$ cat src/rtl/start_screen_pkg.sv
// Shared types and constants for the start-screen sequencing controller.
//   ss_state_t : top-level sequencing states
//   CREDIT_W   : width of the credit counter
package start_screen_pkg;

  typedef enum logic [2:0] {
    ATTRACT,
    READY,
    LAUNCH,
    PLAYING,
    GAME_OVER
  } ss_state_t;

  localparam int CREDIT_W = 4;

endpackage

$ cat src/rtl/key_press_filter.sv
// Key press filter: 2-FF synchronizer, rising-edge detect and a frame-based
// lockout that swallows contact bounce after an accepted press.
// Ports:
//   clk                : pixel clock
//   rst                : asynchronous reset, active-high
//   key_i              : raw key level, asynchronous to clk
//   start_of_frame_i   : one-cycle pulse per video frame (lockout time base)
//   press_accepted_o   : one-cycle pulse, registered, for each accepted press
// A rise stable before edge N shows up on press_accepted_o after edge N+2,
// so the consumer acts on it at edge N+3.
module key_press_filter #(
  parameter int LOCKOUT_FRAMES = 8
) (
  input  logic clk,
  input  logic rst,
  input  logic key_i,
  input  logic start_of_frame_i,
  output logic press_accepted_o
);

  localparam int LOCK_W = $clog2(LOCKOUT_FRAMES + 1);

  logic              sync1_q;
  logic              sync2_q;
  logic              prev_q;
  logic              press_q;
  logic [LOCK_W-1:0] lock_q;
  logic [LOCK_W-1:0] lock_d;
  logic              rise;
  logic              accept;

  assign rise   = sync2_q & ~prev_q;
  assign accept = rise && (lock_q == '0);

  // NOTE: every signal written here gets its default first, so no path
  // leaves lock_d unassigned and no latch is inferred.
  always_comb begin
    lock_d = lock_q;
    if (accept) begin
      lock_d = LOCK_W'(LOCKOUT_FRAMES);
    end else if (start_of_frame_i && (lock_q != '0)) begin
      lock_d = lock_q - 1'b1;
    end
  end

  // NOTE: state registers use non-blocking assignments so every flop samples
  // the pre-edge value of its neighbours, which the synchronizer chain needs.
  always_ff @(posedge clk or posedge rst) begin
    if (rst) begin
      sync1_q <= 1'b0;
      sync2_q <= 1'b0;
      prev_q  <= 1'b0;
      press_q <= 1'b0;
      lock_q  <= '0;
    end else begin
      sync1_q <= key_i;
      sync2_q <= sync1_q;
      prev_q  <= sync2_q;
      press_q <= accept;
      lock_q  <= lock_d;
    end
  end

  assign press_accepted_o = press_q;

endmodule

$ cat src/rtl/start_screen_ctrl.sv
// Start-screen sequencing controller.
// Produces the standBy blink phase for the start-screen bitmaps, decides when
// the start screen is shown, keeps the credit count and fires a one-cycle
// game-start pulse towards the game core.
// Ports:
//   clk             : pixel clock
//   resetN          : asynchronous reset, active-high despite the name
//   startOfFrame    : one-cycle pulse per video frame
//   keyStart        : raw start-key level (asynchronous)
//   keyCredit       : raw credit-key level (asynchronous)
//   gameOver        : one-cycle pulse from the game core
//   standBy         : blink phase to the start-screen bitmaps
//   showStartScreen : 1 = start-screen layer enabled in the top mux
//   gameStartPulse  : one-cycle pulse that starts a game
//   credits         : current credit count, 0..MAX_CREDITS
module start_screen_ctrl
  import start_screen_pkg::*;
#(
  parameter int BLINK_FRAMES     = 30,
  parameter int LOCKOUT_FRAMES   = 8,
  parameter int MAX_CREDITS      = 9,
  parameter int OVER_HOLD_FRAMES = 120
) (
  input  logic                clk,
  input  logic                resetN,
  input  logic                startOfFrame,
  input  logic                keyStart,
  input  logic                keyCredit,
  input  logic                gameOver,
  output logic                standBy,
  output logic                showStartScreen,
  output logic                gameStartPulse,
  output logic [CREDIT_W-1:0] credits
);

  localparam int BLINK_W = $clog2(BLINK_FRAMES + 1);
  localparam int HOLD_W  = $clog2(OVER_HOLD_FRAMES + 1);

  ss_state_t           state_q, state_d;
  logic [CREDIT_W-1:0] credits_q, credits_d;
  logic [CREDIT_W-1:0] credits_base;
  logic [BLINK_W-1:0]  blink_cnt_q, blink_cnt_d;
  logic                blink_q, blink_d;
  logic [HOLD_W-1:0]   hold_cnt_q, hold_cnt_d;
  logic                start_acc;
  logic                credit_acc;
  logic                start_take;
  logic                blink_active;

  key_press_filter #(
    .LOCKOUT_FRAMES(LOCKOUT_FRAMES)
  ) u_start_filter (
    .clk              (clk),
    .rst              (resetN),
    .key_i            (keyStart),
    .start_of_frame_i (startOfFrame),
    .press_accepted_o (start_acc)
  );

  key_press_filter #(
    .LOCKOUT_FRAMES(LOCKOUT_FRAMES)
  ) u_credit_filter (
    .clk              (clk),
    .rst              (resetN),
    .key_i            (keyCredit),
    .start_of_frame_i (startOfFrame),
    .press_accepted_o (credit_acc)
  );

  // Start only counts in READY; the decision uses the pre-cycle credit value.
  assign start_take   = (state_q == READY) && start_acc && (credits_q != '0);
  assign blink_active = (state_q == ATTRACT) || (state_q == READY);

  always_comb begin
    // Decrement first, then saturate the increment against the decremented
    // value, so start+credit together at MAX nets to no change.
    credits_base = credits_q - CREDIT_W'(start_take);
    credits_d    = credits_base;
    if (credit_acc && (credits_base < CREDIT_W'(MAX_CREDITS))) begin
      credits_d = credits_base + 1'b1;
    end
  end

  always_comb begin
    state_d    = state_q;
    hold_cnt_d = '0;
    unique case (state_q)
      ATTRACT: begin
        if (credits_d != '0) state_d = READY;
      end
      READY: begin
        if (start_take) state_d = LAUNCH;
      end
      LAUNCH: begin
        state_d = PLAYING;
      end
      PLAYING: begin
        if (gameOver) state_d = GAME_OVER;
      end
      GAME_OVER: begin
        hold_cnt_d = hold_cnt_q;
        if (startOfFrame) begin
          if (hold_cnt_q == HOLD_W'(OVER_HOLD_FRAMES - 1)) begin
            hold_cnt_d = '0;
            state_d    = (credits_d != '0) ? READY : ATTRACT;
          end else begin
            hold_cnt_d = hold_cnt_q + 1'b1;
          end
        end
      end
      default: begin
        state_d = ATTRACT;
      end
    endcase
  end

  // Blink runs only while idling on the start screen; every other state parks
  // it at phase 0 so re-entry from GAME_OVER restarts a clean half-period.
  always_comb begin
    blink_cnt_d = '0;
    blink_d     = 1'b0;
    if (blink_active) begin
      blink_cnt_d = blink_cnt_q;
      blink_d     = blink_q;
      if (startOfFrame) begin
        if (blink_cnt_q == BLINK_W'(BLINK_FRAMES - 1)) begin
          blink_cnt_d = '0;
          blink_d     = ~blink_q;
        end else begin
          blink_cnt_d = blink_cnt_q + 1'b1;
        end
      end
    end
  end

  always_ff @(posedge clk or posedge resetN) begin
    if (resetN) begin
      state_q     <= ATTRACT;
      credits_q   <= '0;
      blink_cnt_q <= '0;
      blink_q     <= 1'b0;
      hold_cnt_q  <= '0;
    end else begin
      state_q     <= state_d;
      credits_q   <= credits_d;
      blink_cnt_q <= blink_cnt_d;
      blink_q     <= blink_d;
      hold_cnt_q  <= hold_cnt_d;
    end
  end

  // Outputs decode registered state only, so reset clears them immediately.
  assign showStartScreen = (state_q == ATTRACT) || (state_q == READY) ||
                           (state_q == GAME_OVER);
  assign standBy         = (state_q == GAME_OVER) ? 1'b1 :
                           (blink_active ? blink_q : 1'b0);
  assign gameStartPulse  = (state_q == LAUNCH);
  assign credits         = credits_q;

endmodule
$ cat config.mk
export PLATFORM = sky130hd
export DESIGN_NAME = start_screen_ctrl
export DESIGN_NICKNAME = d
export VERILOG_FILES = /design/src/rtl/start_screen_pkg.sv /design/src/rtl/key_press_filter.sv /design/src/rtl/start_screen_ctrl.sv
export SDC_FILE = /design/constraint.sdc
export NUM_CORES = 1
export LEC_CHECK = 0
export ABC_AREA = 1
export CORE_ASPECT_RATIO = 1.25
export CORE_MARGIN = 3
export CORE_UTILIZATION = 25
export DETAILED_ROUTE_END_ITERATION = 8
export PLACE_DENSITY = 0.39
export SYNTH_ARGS = -nofsm -noshare
export SYNTH_HDL_FRONTEND = slang
export SYNTH_SLANG_ARGS = --single-unit
$ cat constraint.sdc
create_clock -name clk -period 4.3 [get_ports clk]
set_input_delay 0.43 -clock clk [delete_from_list [all_inputs] [get_ports clk]]
set_output_delay 0.43 -clock clk [all_outputs]
set_load 0.1 [all_outputs]
==> results.py <==
metrics = {
    "yosys": {
        "synthTopCellsByArea": "dfrtp_1 47%, inv_1 8.3%, nand2_1 7.3%",
        "yosysTopAreaCellShare_pct": 47.2,
        "ys_seq_area_share_pct": 47.2,
        "postSynthRegisterBits": 36,
        "yosys_warnings": 0,
        "syn_inst": 222,
        "synthesis.nets": 239,
        "synth.avg_cell_area_sq_um": 8.59,
        "yosys.area.top_type": "dfrtp_1",
        "synth.distinct_cells": 29,
        "syn_area_sq_um": 1910,
    },
    "drt": {
        "drc": 0,
        "drt_wl_total_microns": 3520,
        "first_pass_iters": 4,
        "vias": 1422,
        "wl_per_cell_microns": 10.5,
        "vias_per_cell": 4.26,
        "drtAntennaViolNets": 0,
        "drt_iter0_markers": 34,
    },
    "global_routing": {
        "grt_usage_pct": 8.92,
        "grt_overflow": 0,
        "grt_max_degree": 37,
        "grt_pass1_wl_microns": 6370,
        "antenna_found_initial": 0,
        "grt_pass1_vias": 1446,
    },
    "clocking": {
        "cts_root_buf": "clkbuf_8",
        "cts.sinks": 36,
        "cts_setup_buffers": 0,
        "hold_buffers": 0,
        "path_clk_slew_ns": 0.08,
        "cts_max_level": 2,
        "cts_tree": "done",
        "clock_latency_ns": 0.29,
        "numCtsBuffers": 5,
        "cts_max_path_buffers": 2,
        "cts_resized": 0,
    },
    "critical_path": {
        "crit_chain": "nor2_1 > inv_1 > nor2_1 > inv_1 > nand2_2 > inv_1 > nand2_1 > clkdlybuf4s50_1",
        "path_buf_inv": 4,
        "cp_data_arrival_time_ns": 2.49,
        "cp_max_fo": 5,
        "crit_path_end_kind": "output pin",
        "cp_slowest_stage_delay_ns": 1.12,
        "critPathTopFamily": "buffers and inverters",
        "critPathLaunch": "state_q[2]",
        "start_kind": "flip-flop",
        "cp_slowest_cell": "clkdlybuf4s50_1",
        "r2r-end": "state_q[0]",
        "worstSetupPathType": "flip-flop to output pin",
        "regToRegSetupSlack_ns": 1.76,
        "crit_required_ns": 3.87,
        "r2r_start": "state_q[2]",
        "r2r_cells": 18,
        "critPathMostFrequentCell": "inv_1",
    },
    "die": {
        "pin_count": 13,
        "die_area_sq_um": 8720,
        "initial_utilization_pct": 25.8,
        "die_w_microns": 84.1,
        "die_y_microns": 104,
        "fp-row-count": 35,
        "coreArea_sq_um": 7400,
    },
    "run_status": {
        "status": "completed",
    },
    "worst_hold_path": {
        "holdPathStages": 0,
        "whs_endpoint": "u_credit_filter.sync2_q",
        "min_path_type": "flip-flop to flip-flop",
        "hp-start": "u_credit_filter.sync1_q",
    },
    "power": {
        "ir_drop_v": 0.000379,
        "p_leak_nw": 1.07,
        "power_density_nw_per_um2": 667,
        "power.total_mw": 1.50,
    },
    "sta": {
        "hold_slack_ns": 0.353,
        "min_period_ns": 2.92,
        "final-hold-violation-count": 0,
        "worst_pin_slew_ns": 0.967,
        "rsz0062_at_grt": "no",
        "max_freq_mhz": 342,
        "fin_tns_setup_ns": 0,
        "relSlewSlack_pct": 35.3,
        "fin_crit_sh_pct": 67.9,
        "drv_slew": 0,
        "worst_clock_skew_ns": 0.00792,
        "setup_viol": 0,
    },
    "final_layout": {
        "utilization_pct": 30.4,
        "nets": 258,
        "syn2layout_area_growth_pct": 18.1,
        "drive_gt1_share_pct": 12.0,
        "antenna_cells": 0,
        "stdcell_area_sq_um": 2250,
    },
    "place": {
        "gp_congestion": 0.692,
        "post_dp_cell_area_sq_um": 2150,
        "portBuffers": 12,
        "hpwl_microns": 2720,
    },
    "flow_run": {
        "maxCapViolCount": 0,
    },
}
synthesized netlist by cell type, drive strengths merged:
cell,instances
dfrtp,36
o21ai,10
nor2,19
ha,11
nand2,46
o32ai,1
o22ai,4
buf,1
nand4,1
or2,2
nor3,9
nor3b,3
nor4,1
nand3,19
xor2,2
xnor2,3
a31oi,1
a21oi,9
inv,43
o211ai,1
through the flow:
step	setup slack, ns	instances
final	1.38	334
after global routing	1.24	334
after CTS	1.33	334
after detailed placement	1.65	326
after global placement	1.62	326
after floorplan	1.49	222
power breakdown:
part | switching [mW] | internal (mW) | leakage [nW]
combinational | 0.503 | 0.218 | 0.550
sequential | 0.0634 | 0.421 | 0.463
clock | 0.125 | 0.172 | 0.0552
logic make-up (layout without fill, tap and decap cells):
logic type | count (synthesis) | in the layout | synth area share (%)
compound gates | 26 | 26 | 7.48
xor+xnor | 5 | 5 | 2.30
fa+ha+maj | 11 | 11 | 7.21
buf+inv | 44 | 64 | 8.72
flops | 36 | 36 | 47.2
simple gates | 100 | 100 | 27.1
worst max path at each step:
stage / end / slack, ns / depth (start not counted)
3_5_place_dp: showStartScreen / 1.65 / 8
4_1_cts: showStartScreen / 1.33 / 8
2_1_floorplan: state_q[0] / 1.49 / 15
3_3_place_gp: showStartScreen / 1.62 / 8
5_1_grt: standBy / 1.24 / 8
6_report: showStartScreen / 1.38 / 8
worst register-to-register path, delay by kind of cell, from the launching register on:
family	cells	cell delay (ns)
simple gates	11	0.94
buf+inv	3	0.19
fa+ha+maj	3	0.69
compound gates	1	0.20
flops	1	0.42
final cells by class:
class	count	area [sq um]
Clock buffer	6	72.6
Clock inverter	2	35.0
Fill cell	782	5150
Inverter	43	161
Multi-Input combinational cell	142	841
Sequential cell	36	901
Tap cell	92	115
Timing Repair Buffer	13	128
state kept, by name (all words and copies together), names as in the netlist, 3 cells and up:
name                    count
u_credit_filter.lock_q      4
credits                     4
hold_cnt_q                  7
blink_cnt_q                 5
u_start_filter.lock_q       4
state_q                     3
cells in the final DEF (no fill, tap or decap), drive strengths merged, types with 2 or more instances in the layout:
cell,netlist,layout
dfrtp,36,36
nor3b,3,3
nand3,19,19
nor3,9,9
clkdlybuf4s50,0,12
a21oi,9,9
nand2,46,46
xnor2,3,3
nor2,19,19
o21ai,10,10
clkbuf,0,6
inv,43,43
o22ai,4,4
or2,2,2
xor2,2,2
ha,11,11
metal layers:
metal / share of wire [%] / vias to the layer above / GRT usage, %
met5: 0 / - / 0
met4: 1.4 / 0 / 4.14
met3: 2.8 / 4 / 2.07
met2: 49 / 17 / 14.9
met1: 47 / 662 / 10.7
li1: - / 739 / -
No activity file was read; power rests on OpenSTA's default activity.
